==> config.mk <==
export PLATFORM = sky130hd
export DESIGN_NAME = stream_mux_rr
export DESIGN_NICKNAME = d
export VERILOG_FILES = /design/src/rtl/stream_mux_pkg.sv /design/src/rtl/rr_arbiter.sv /design/src/rtl/stream_mux_rr.sv
export SDC_FILE = /design/constraint.sdc
export NUM_CORES = 1
export LEC_CHECK = 0
export ABC_AREA = 1
export BUFFER_PORTS_ARGS = -buffer_cell sky130_fd_sc_hd__buf_4
export CAP_MARGIN = 20
export CORE_MARGIN = 2
export CORE_UTILIZATION = 49
export CTS_CLUSTER_DIAMETER = 80
export CTS_CLUSTER_SIZE = 16
export DETAILED_ROUTE_END_ITERATION = 10
export PLACE_DENSITY = 0.89
export SLEW_MARGIN = 10
export SYNTH_ARGS = -nofsm -noshare
export SYNTH_HDL_FRONTEND = slang
export SYNTH_HIERARCHICAL = 1
export SYNTH_SLANG_ARGS = --single-unit
==> constraint.sdc <==
create_clock -name clk -period 3.1 [get_ports clk]
set_input_delay 0.31 -clock clk [delete_from_list [all_inputs] [get_ports clk]]
set_output_delay 0.31 -clock clk [all_outputs]
set_load 0.01 [all_outputs]
==> src/rtl/stream_mux_pkg.sv <==
// -----------------------------------------------------------------------------
// stream_mux_pkg
//   Shared types and helpers for the round-robin stream multiplexer family.
//   - mux_mode_e : channel selection mode (explicit select or round-robin)
//   - idx_w()    : width of a binary channel index for an n-channel block
// -----------------------------------------------------------------------------
package stream_mux_pkg;

    typedef enum logic {
        MODE_FIXED = 1'b0,
        MODE_RR    = 1'b1
    } mux_mode_e;

    // A single-channel block still needs a 1-bit index port.
    function automatic int idx_w(input int n);
        return (n > 1) ? $clog2(n) : 1;
    endfunction

endpackage

==> src/rtl/rr_arbiter.sv <==
// -----------------------------------------------------------------------------
// rr_arbiter
//   Purely combinational round-robin arbiter. Grants the first requesting
//   channel found when searching ptr+1, ptr+2, ... modulo N, so the channel
//   at ptr has the lowest priority. With ptr = N-1 the search starts at 0.
//
// Ports
//   req      in   N    per-channel request
//   ptr      in   SW   index of the most recently granted channel
//   gnt      out  N    one-hot grant, zero when nothing requests
//   gnt_idx  out  SW   binary index of the granted channel (0 when none)
// -----------------------------------------------------------------------------
module rr_arbiter
    import stream_mux_pkg::*;
#(
    parameter  int N  = 4,
    localparam int SW = idx_w(N)
) (
    input  logic [N-1:0]  req,
    input  logic [SW-1:0] ptr,
    output logic [N-1:0]  gnt,
    output logic [SW-1:0] gnt_idx
);

    logic          found;
    logic [SW-1:0] cand;

    always_comb begin
        gnt     = '0;
        gnt_idx = '0;
        found   = 1'b0;
        cand    = '0;
        for (int off = 1; off <= N; off++) begin
            cand = SW'((int'(ptr) + off) % N);
            if (!found && req[cand]) begin
                found     = 1'b1;
                gnt[cand] = 1'b1;
                gnt_idx   = cand;
            end
        end
    end

endmodule

==> src/rtl/stream_mux_rr.sv <==
// -----------------------------------------------------------------------------
// stream_mux_rr
//   N-to-1 streaming multiplexer with a single registered valid/ready output.
//   The source channel is chosen either by an explicit select (mode = 0) or by
//   round-robin arbitration (mode = 1). The output register refills in the
//   same cycle it drains, so throughput is one beat per cycle.
//
// Ports
//   clk        in   1        rising-edge clock
//   rst_n      in   1        asynchronous active-low reset
//   mode       in   1        0 = fixed select, 1 = round-robin
//   sel        in   SW       channel index used in fixed-select mode
//   in_valid   in   N        per-channel valid
//   in_data    in   N*WIDTH  packed data, channel i at [i*WIDTH +: WIDTH]
//   in_ready   out  N        per-channel ready, one-hot or zero
//   out_valid  out  1        output register holds a beat
//   out_data   out  WIDTH    registered data
//   out_ch     out  SW       source channel of out_data
//   out_ready  in   1        downstream accepts
// -----------------------------------------------------------------------------
module stream_mux_rr
    import stream_mux_pkg::*;
#(
    parameter  int N     = 4,
    parameter  int WIDTH = 8,
    localparam int SW    = idx_w(N)
) (
    input  logic                 clk,
    input  logic                 rst_n,
    input  logic                 mode,
    input  logic [SW-1:0]        sel,
    input  logic [N-1:0]         in_valid,
    input  logic [N*WIDTH-1:0]   in_data,
    output logic [N-1:0]         in_ready,
    output logic                 out_valid,
    output logic [WIDTH-1:0]     out_data,
    output logic [SW-1:0]        out_ch,
    input  logic                 out_ready
);

    logic [WIDTH-1:0] ch_data [N];
    logic [SW-1:0]    ptr;
    logic             rr_mode;
    logic [N-1:0]     rr_gnt;
    logic [SW-1:0]    rr_idx;
    logic [N-1:0]     fix_gnt;
    logic [N-1:0]     grant;
    logic [SW-1:0]    grant_idx;
    logic             load;
    logic             xfer;
    logic [WIDTH-1:0] grant_data;

    for (genvar i = 0; i < N; i++) begin : g_unpack
        assign ch_data[i] = in_data[i*WIDTH +: WIDTH];
    end

    assign rr_mode = (mux_mode_e'(mode) == MODE_RR);

    // ---- grant stage (combinational) ----------------------------------------
    rr_arbiter #(
        .N (N)
    ) u_arb (
        .req     (in_valid),
        .ptr     (ptr),
        .gnt     (rr_gnt),
        .gnt_idx (rr_idx)
    );

    // An out-of-range select (possible when N is not a power of two) grants
    // nothing rather than aliasing onto a real channel.
    always_comb begin
        fix_gnt = '0;
        if ((int'(sel) < N) && in_valid[sel]) begin
            fix_gnt[sel] = 1'b1;
        end
    end

    assign grant     = rr_mode ? rr_gnt : fix_gnt;
    assign grant_idx = rr_mode ? rr_idx : sel;

    // The register can take a beat when empty or draining this cycle.
    // Gating with rst_n keeps every in_ready low while reset is held, even
    // though the cleared register would otherwise report itself loadable.
    assign load     = (!out_valid || out_ready) && rst_n;
    assign in_ready = grant & {N{load}};
    assign xfer     = |in_ready;

    assign grant_data = ch_data[grant_idx];

    // ---- output register stage ----------------------------------------------
    // ptr only moves on round-robin transfers, so fixed-select traffic leaves
    // the rotation exactly where it was when round-robin resumes.
    always_ff @(posedge clk or negedge rst_n) begin
        if (!rst_n) begin
            out_valid <= 1'b0;
            out_data  <= '0;
            out_ch    <= '0;
            ptr       <= SW'(N - 1);
        end else begin
            if (xfer) begin
                out_valid <= 1'b1;
                out_data  <= grant_data;
                out_ch    <= grant_idx;
                if (rr_mode) begin
                    ptr <= grant_idx;
                end
            end else if (out_ready) begin
                out_valid <= 1'b0;
            end
        end
    end

endmodule
-- Yosys cells after proc, flatten, opt, wreduce, memory -nomap -nowiden
Index checks and enable logic that the tools add are counted.
- flip-flop bits (word level): 13
- bits of input ports: 42
- output and inout bits: 15
- word-level logic and storage cells: 80
- add/sub/neg operators: 4
- $lt $le $gt $ge: 11
- multiplexer cells: 39
- bitwise operators: 5
- reductions and logical operators: 17
- operators by type and width (cell ; count):
    2-to-1 mux 4 bit ; 6
    binary-select mux 8 bit (select 2 bit) ; 1
    2-to-1 mux 8 bit ; 2
    < comparator 2 x 3 -> 1 bit, second input constant ; 5
    2-to-1 mux 1 bit ; 15
    bitwise OR 4 bit ; 3
    binary-select mux 1 bit (select 2 bit) ; 5
    demux 1 bit (select 2 bit) ; 5
    >= comparator 2 x 1 -> 1 bit, second input constant ; 5
    2-to-1 mux 2 bit ; 5
    logical AND 1 bit ; 9
    adder 2 x 1 -> 2 bit, second input constant ; 2
    adder 2 bit, second input constant ; 2
    bitwise AND 4 bit ; 1
    logical NOT 1 bit ; 4
    OR reduction 4 bit ; 1
    >= comparator 3 bit, second input constant ; 1
    inverter 2 -> 3 bit ; 1
    AND reduction 2 bit ; 1
    nonzero test 2 bit ; 1
    logical OR 1 bit ; 1

-- Longest topological paths before layout
- depth after elaboration: 18
- depth in mapped cells: 19
- depth with buffers taken out: 18

-- Modules after synthesis
The synthesis kept the hierarchy.
- modules (own cells, without submodules) (module ; instances ; cells an instance ; area an instance (µm²) ; seq. area each (µm²)):
    stream_mux_rr ; 1 ; 150 ; 967.2 ; 327.8
    rr_arbiter ; 1 ; 85 ; 535.5 ; 0.0

-- Least setup slack after synthesis
OpenSTA, ideal clock, no wires.
- path kind: register to register
- from: register ptr[0]
- to: register out_data[0]
- setup time: 0.118 ns
- arrival: 2.410 ns
- required time: 2.982 ns
- path slack: 0.573 ns
- cell stages (with the launch flop): 18
- buffers on the path: 2
- clock period less this slack: 2.527 ns
- cell sequence: dfstp_2 -> buf_6 -> inv_8 -> ha_1 -> inv_1 -> nand2_4 -> nand2_4 -> nor2_2 -> a21oi_1 -> nand3_1 -> or2_0 -> nand3_1 -> nand2_1 -> inv_2 -> nand2_2 -> buf_6 -> nand2_1 -> nand2_1
- elaborated cells between the ends (all ways): 60
- those cells by class: add/sub: 4; order compare: 8; mux: 32; bitwise: 5; reduce/logical: 11
- RTL lines (what ; RTL line ; RTL):
    from (decl) ; stream_mux_rr.sv:42 ; logic [SW-1:0] ptr;
    from (signal assigned) ; stream_mux_rr.sv:98 ; ptr <= SW'(N - 1);
    from (signal assigned) ; stream_mux_rr.sv:105 ; ptr <= grant_idx;
    parallel branches: the longest is 12 deep, another holds < comparator 2 x 3 -> 1 bit ; - ;
    2-to-1 mux 4 bit * ; rr_arbiter.sv:35 ; if (!found && req[cand]) begin
    named net rr_gnt[1] ; stream_mux_rr.sv:44 ; logic [N-1:0] rr_gnt;
    2-to-1 mux 4 bit * ; stream_mux_rr.sv:78 ; assign grant = rr_mode ? rr_gnt : fix_gnt;
    bitwise AND 4 bit * ; stream_mux_rr.sv:85 ; assign in_ready = grant & {N{load}};
    OR reduction 4 bit * ; stream_mux_rr.sv:86 ; assign xfer = |in_ready;
    to (signal assigned) ; stream_mux_rr.sv:102 ; out_data <= grant_data;
    to (decl) ; stream_mux_rr.sv:36 ; output logic [WIDTH-1:0] out_data,
Mark *: on every way through the listed nets, which the timed path passes. The select of a mux whose other input is x is not followed.
A chain may end at the register's enable or synchronous reset.

-- Worst setup path after layout
- from: register ptr[1]
- to: output in_ready[1]
- longest elaborated chain between the ends: 15
- elaborated cells between the ends (all ways): 50
- those cells by class: add/sub: 4; order compare: 8; mux: 24; bitwise: 4; reduce/logical: 10
- RTL lines (what ; RTL line ; RTL):
    parallel branches: the longest is 12 deep, another holds < comparator 2 x 3 -> 1 bit ; - ;
    2-to-1 mux 4 bit * ; rr_arbiter.sv:35 ;
    named net rr_gnt[1] ; stream_mux_rr.sv:44 ;
    2-to-1 mux 4 bit * ; stream_mux_rr.sv:78 ;
    bitwise AND 4 bit * ; stream_mux_rr.sv:85 ;
    to (decl) ; stream_mux_rr.sv:34 ; output logic [N-1:0] in_ready,
Marks and branches as above.

==> impl_metrics.tcl <==
set metrics [dict create \
    rsz0062_at_grt "false" \
    finish.net_count 343 \
    design.die.area_um2 3530 \
    slew_headroom_pct 56.2 \
    timing.clock.skew_ps 2.00 \
    grt_pass1_wl_um 6180 \
    cp_num_cells 13 \
    tns_ps 0 \
    seq_power_share_pct 17.8 \
    share_comb_of_total_power_pct 76.6 \
    fin_crit_sh_pct 90.5 \
    path_buf_inv 5 \
    ant_cells 0 \
    overflow_after_grt 0 \
    timing_worst_slew_pin_value_ps 655 \
    total_leakage_power_nw 1.13 \
    dp.final_hpwl_um 3060 \
    area_delta_synth_final_pct 31.7 \
    path_max_fanout 7 \
    synth.top_cell.area_share_pct 18.3 \
    htree_num_levels 1 \
    wire_length_after_detailed_routing_um 3830 \
    p_int_w 0.000847 \
    cts_tree "yes" \
    routability_cong 0.932 \
    path_class "reg -> out" \
    status "finished, final reports clean" \
    worst_hold_path.num_cells 4 \
    hold_violations 0 \
    core_region_area_um2 2980 \
    tritoncts_num_sinks 13 \
    path_clk_slew_ps 80 \
    synth_sequential_area_ratio_pct 21.8 \
    clock_power_share_pct 5.7 \
    holdWs_ps 334 \
    first_global_vias 1486 \
    postSynthRegisterBits 13 \
    drt_first_pass_iters 4 \
    synth_top_cells_by_area "sky130_fd_sc_hd__dfrtp_1 (18%), sky130_fd_sc_hd__nand2_1 (16%), sky130_fd_sc_hd__nand3_1 (13%)" \
    postSynthNetCount 285 \
    critical_path_arrival_ps 2490 \
    finalCriticalPeriod_ps 2800 \
    net-switching-power_w 0.000972 \
    cell_type_with_the_highest_aggregate_area_in_the_netlist "sky130_fd_sc_hd__dfrtp_1" \
    cp_data_required_time_ps 2790 \
    cap_viol_max_count 0 \
    insertion_delay_ps 270 \
    detail_route.wl_per_cell_um 11.8 \
    die_w_um 59.4 \
    critical_path.max_stage_delay_ps 540 \
    drt.antenna.violating_nets 0 \
    rows 20 \
    drt_iter0_markers 90 \
    reg2reg_setup_slack_ps 340 \
    power_switching_share_pct 53.4 \
    fillers 244 \
    detailroute.via_count 1702 \
    io_port_bufs 56 \
    clock_path_buffers 2 \
    cpMaxStageDelayCell "sky130_fd_sc_hd__dfstp_2" \
    post_synthesis_cell_area_um2 1500 \
    drc 0 \
    groute.usage.overall_pct 22.1 \
    route.detailed.vias_per_inst 5.24 \
    final-max-slew-violation-count 0 \
    cts_inserted_buffers 3 \
    postSynthCellCount 235 \
    max-vdd-ir-drop_mv 0.429 \
    i_o_pin_cnt 57 \
    mean_instance_size_in_the_synthesized_netlist_um2 6.39 \
    share_of_post_route_cells_with_drive_strength_above_1_pct 28.4 \
    grt_antenna_before_repair 0 \
    pwr_density_cell_nw_per_um2 919 \
    min-delay-path-class "in -> reg" \
    worstRegToRegCells 17 \
    maxClockFrequency_mhz 357 \
    timing.final.setup_violations 0 \
    pin_count_of_the_biggest_net_entering_global_routing 34 \
    crit_chain "inv_1, ha_1, inv_1, nand3_1, nand2_1, nand2_1, inv_1, nand3_1, nand3_1, or2_0, nand3_1, inv_1, buf_4" \
    synth-warning-count 6 \
    worstSetupEndpointType "output pin" \
    critPathLaunchType "register" \
    die_height_um 59.4 \
    synthDistinctLibCells 27 \
    root_buffer "sky130_fd_sc_hd__clkbuf_4" \
    starting_density_of_the_core_pct 50.5 \
    path_delay_family "simple AND/OR/NAND/NOR gates" \
]
per-layer routing:
metal	GRT usage (%)	routed length [um]	share of wire [%]
met2	36.1	1780	47
met3	1.31	292	7.6
met4	6.49	52	1.4
met5	0	0	0
met1	31.4	1700	44
state kept, by name (all words and copies together) (netlist names):
register / flops
out_valid: 1
out_data: 8
out_ch: 2
ptr: 2
synth_stat cells:
library cell	count
sky130_fd_sc_hd__nand2_8	1
sky130_fd_sc_hd__nand2_4	3
sky130_fd_sc_hd__ha_1	8
sky130_fd_sc_hd__dfstp_2	2
sky130_fd_sc_hd__buf_6	3
sky130_fd_sc_hd__o211ai_1	4
sky130_fd_sc_hd__dfrtp_1	11
sky130_fd_sc_hd__nor2_8	1
sky130_fd_sc_hd__a21boi_0	5
sky130_fd_sc_hd__a21oi_1	14
sky130_fd_sc_hd__o21ai_1	3
sky130_fd_sc_hd__nand3_1	39
sky130_fd_sc_hd__o21bai_2	1
sky130_fd_sc_hd__inv_2	3
sky130_fd_sc_hd__nand2_1	65
sky130_fd_sc_hd__nand4_1	2
sky130_fd_sc_hd__inv_1	31
sky130_fd_sc_hd__nor2_2	1
sky130_fd_sc_hd__o21ai_0	17
sky130_fd_sc_hd__nand2_2	4
sky130_fd_sc_hd__inv_8	1
sky130_fd_sc_hd__nand3_4	1
sky130_fd_sc_hd__or2_0	1
sky130_fd_sc_hd__buf_2	3
sky130_fd_sc_hd__buf_4	3
sky130_fd_sc_hd__o21ai_2	1
sky130_fd_sc_hd__nor2_1	7
repair_timing:
| action | CTS | global route |
|---|---|---|
| hold endpoints to repair | 11 | 0 |
| buffers inserted | 0 | 1 |
| hold buffers | 1 | 0 |
| resized for setup | 0 | 2 |
| setup endpoints to repair | 0 | 13 |
cells in the final DEF, fill, tap and decap left out, types with 4 or more instances in the layout:
cell type and instances:
sky130_fd_sc_hd__dfrtp_1 11, sky130_fd_sc_hd__nor2_1 7, sky130_fd_sc_hd__a21boi_0 5, sky130_fd_sc_hd__nand2_1 65, sky130_fd_sc_hd__o21ai_0 17, sky130_fd_sc_hd__ha_1 8
sky130_fd_sc_hd__inv_1 31, sky130_fd_sc_hd__buf_4 61, sky130_fd_sc_hd__o211ai_1 4, sky130_fd_sc_hd__nand3_1 39, sky130_fd_sc_hd__nand2_4 4, sky130_fd_sc_hd__a21oi_1 14
worst register-to-register path: stages (launching register included):
cell	delay, ps
sky130_fd_sc_hd__dfstp_2	540
sky130_fd_sc_hd__inv_1	120
sky130_fd_sc_hd__ha_1	370
sky130_fd_sc_hd__inv_1	170
sky130_fd_sc_hd__nand3_1	110
sky130_fd_sc_hd__nand2_1	110
sky130_fd_sc_hd__nand2_1	90
sky130_fd_sc_hd__nor2_1	150
sky130_fd_sc_hd__nand2_1	70
sky130_fd_sc_hd__nand3_1	110
sky130_fd_sc_hd__nand2_1	70
sky130_fd_sc_hd__o21ai_1	110
sky130_fd_sc_hd__buf_4	210
sky130_fd_sc_hd__inv_1	100
sky130_fd_sc_hd__o211ai_1	80
sky130_fd_sc_hd__o21ai_0	110
sky130_fd_sc_hd__nand2_1	80
sky130_fd_sc_hd__nand2_1	60
stage by stage:
stage / utilization, % / std cells / area, um2 / worst slack [ps] / power (W)
6_report: 66.5 / 325 / 1980 / 295 / 0.00182
5_1_grt: 66.5 / 325 / 1980 / 114 / 0.00199
4_1_cts: 65.8 / 324 / 1960 / 123 / 0.00178
3_5_place_dp: 64.6 / 319 / 1920 / 137 / 0.00167
3_3_place_gp: 64.6 / 319 / 1920 / 248 / 0.00165
2_1_floorplan: - / 235 / 1500 / 573 / 0.00133
kinds of logic (layout without fill, tap and decap cells):
family	count (synthesis)	in the layout	synth area share (%)
buf+inv	44	101	14.0
flops	13	13	21.8
simple gates	125	125	40.4
compound gates	45	45	17.2
fa+ha+maj	8	8	6.66
area by class of cell:
class | instances | area [um2] | share of cell area [%]
repair buffers | 62 | 468 | 23.6
inverters | 35 | 139 | 7.02
multi-input cells | 178 | 977 | 49.4
well taps | 33 | 41.3 | 2.09
clock buffers | 4 | 26.3 | 1.33
flip-flops and latches | 13 | 328 | 16.6
path summary, 6_finish.rpt:
path | startpoint | end
worst min-delay path | out_ready | out_valid
worst max register to register | ptr[1] | out_data[3]
min in group asynchronous | rst_n | out_data[0]
max in group asynchronous | rst_n | ptr[0]
worst min register to register | out_data[1] | out_data[1]
worst max-delay path | ptr[1] | in_ready[1]
power by group through the flow:
stage                     Clock [W]  Combinational [W]  Sequential, W
after global routing       0.000112            0.00154       0.000332
after floorplan                   0           0.000976       0.000357
after CTS                  0.000103            0.00134       0.000338
after detailed placement          0            0.00133       0.000340
after global placement            0            0.00131       0.000338
final                      0.000103            0.00139       0.000323
Power figures use the tool's default switching activity.
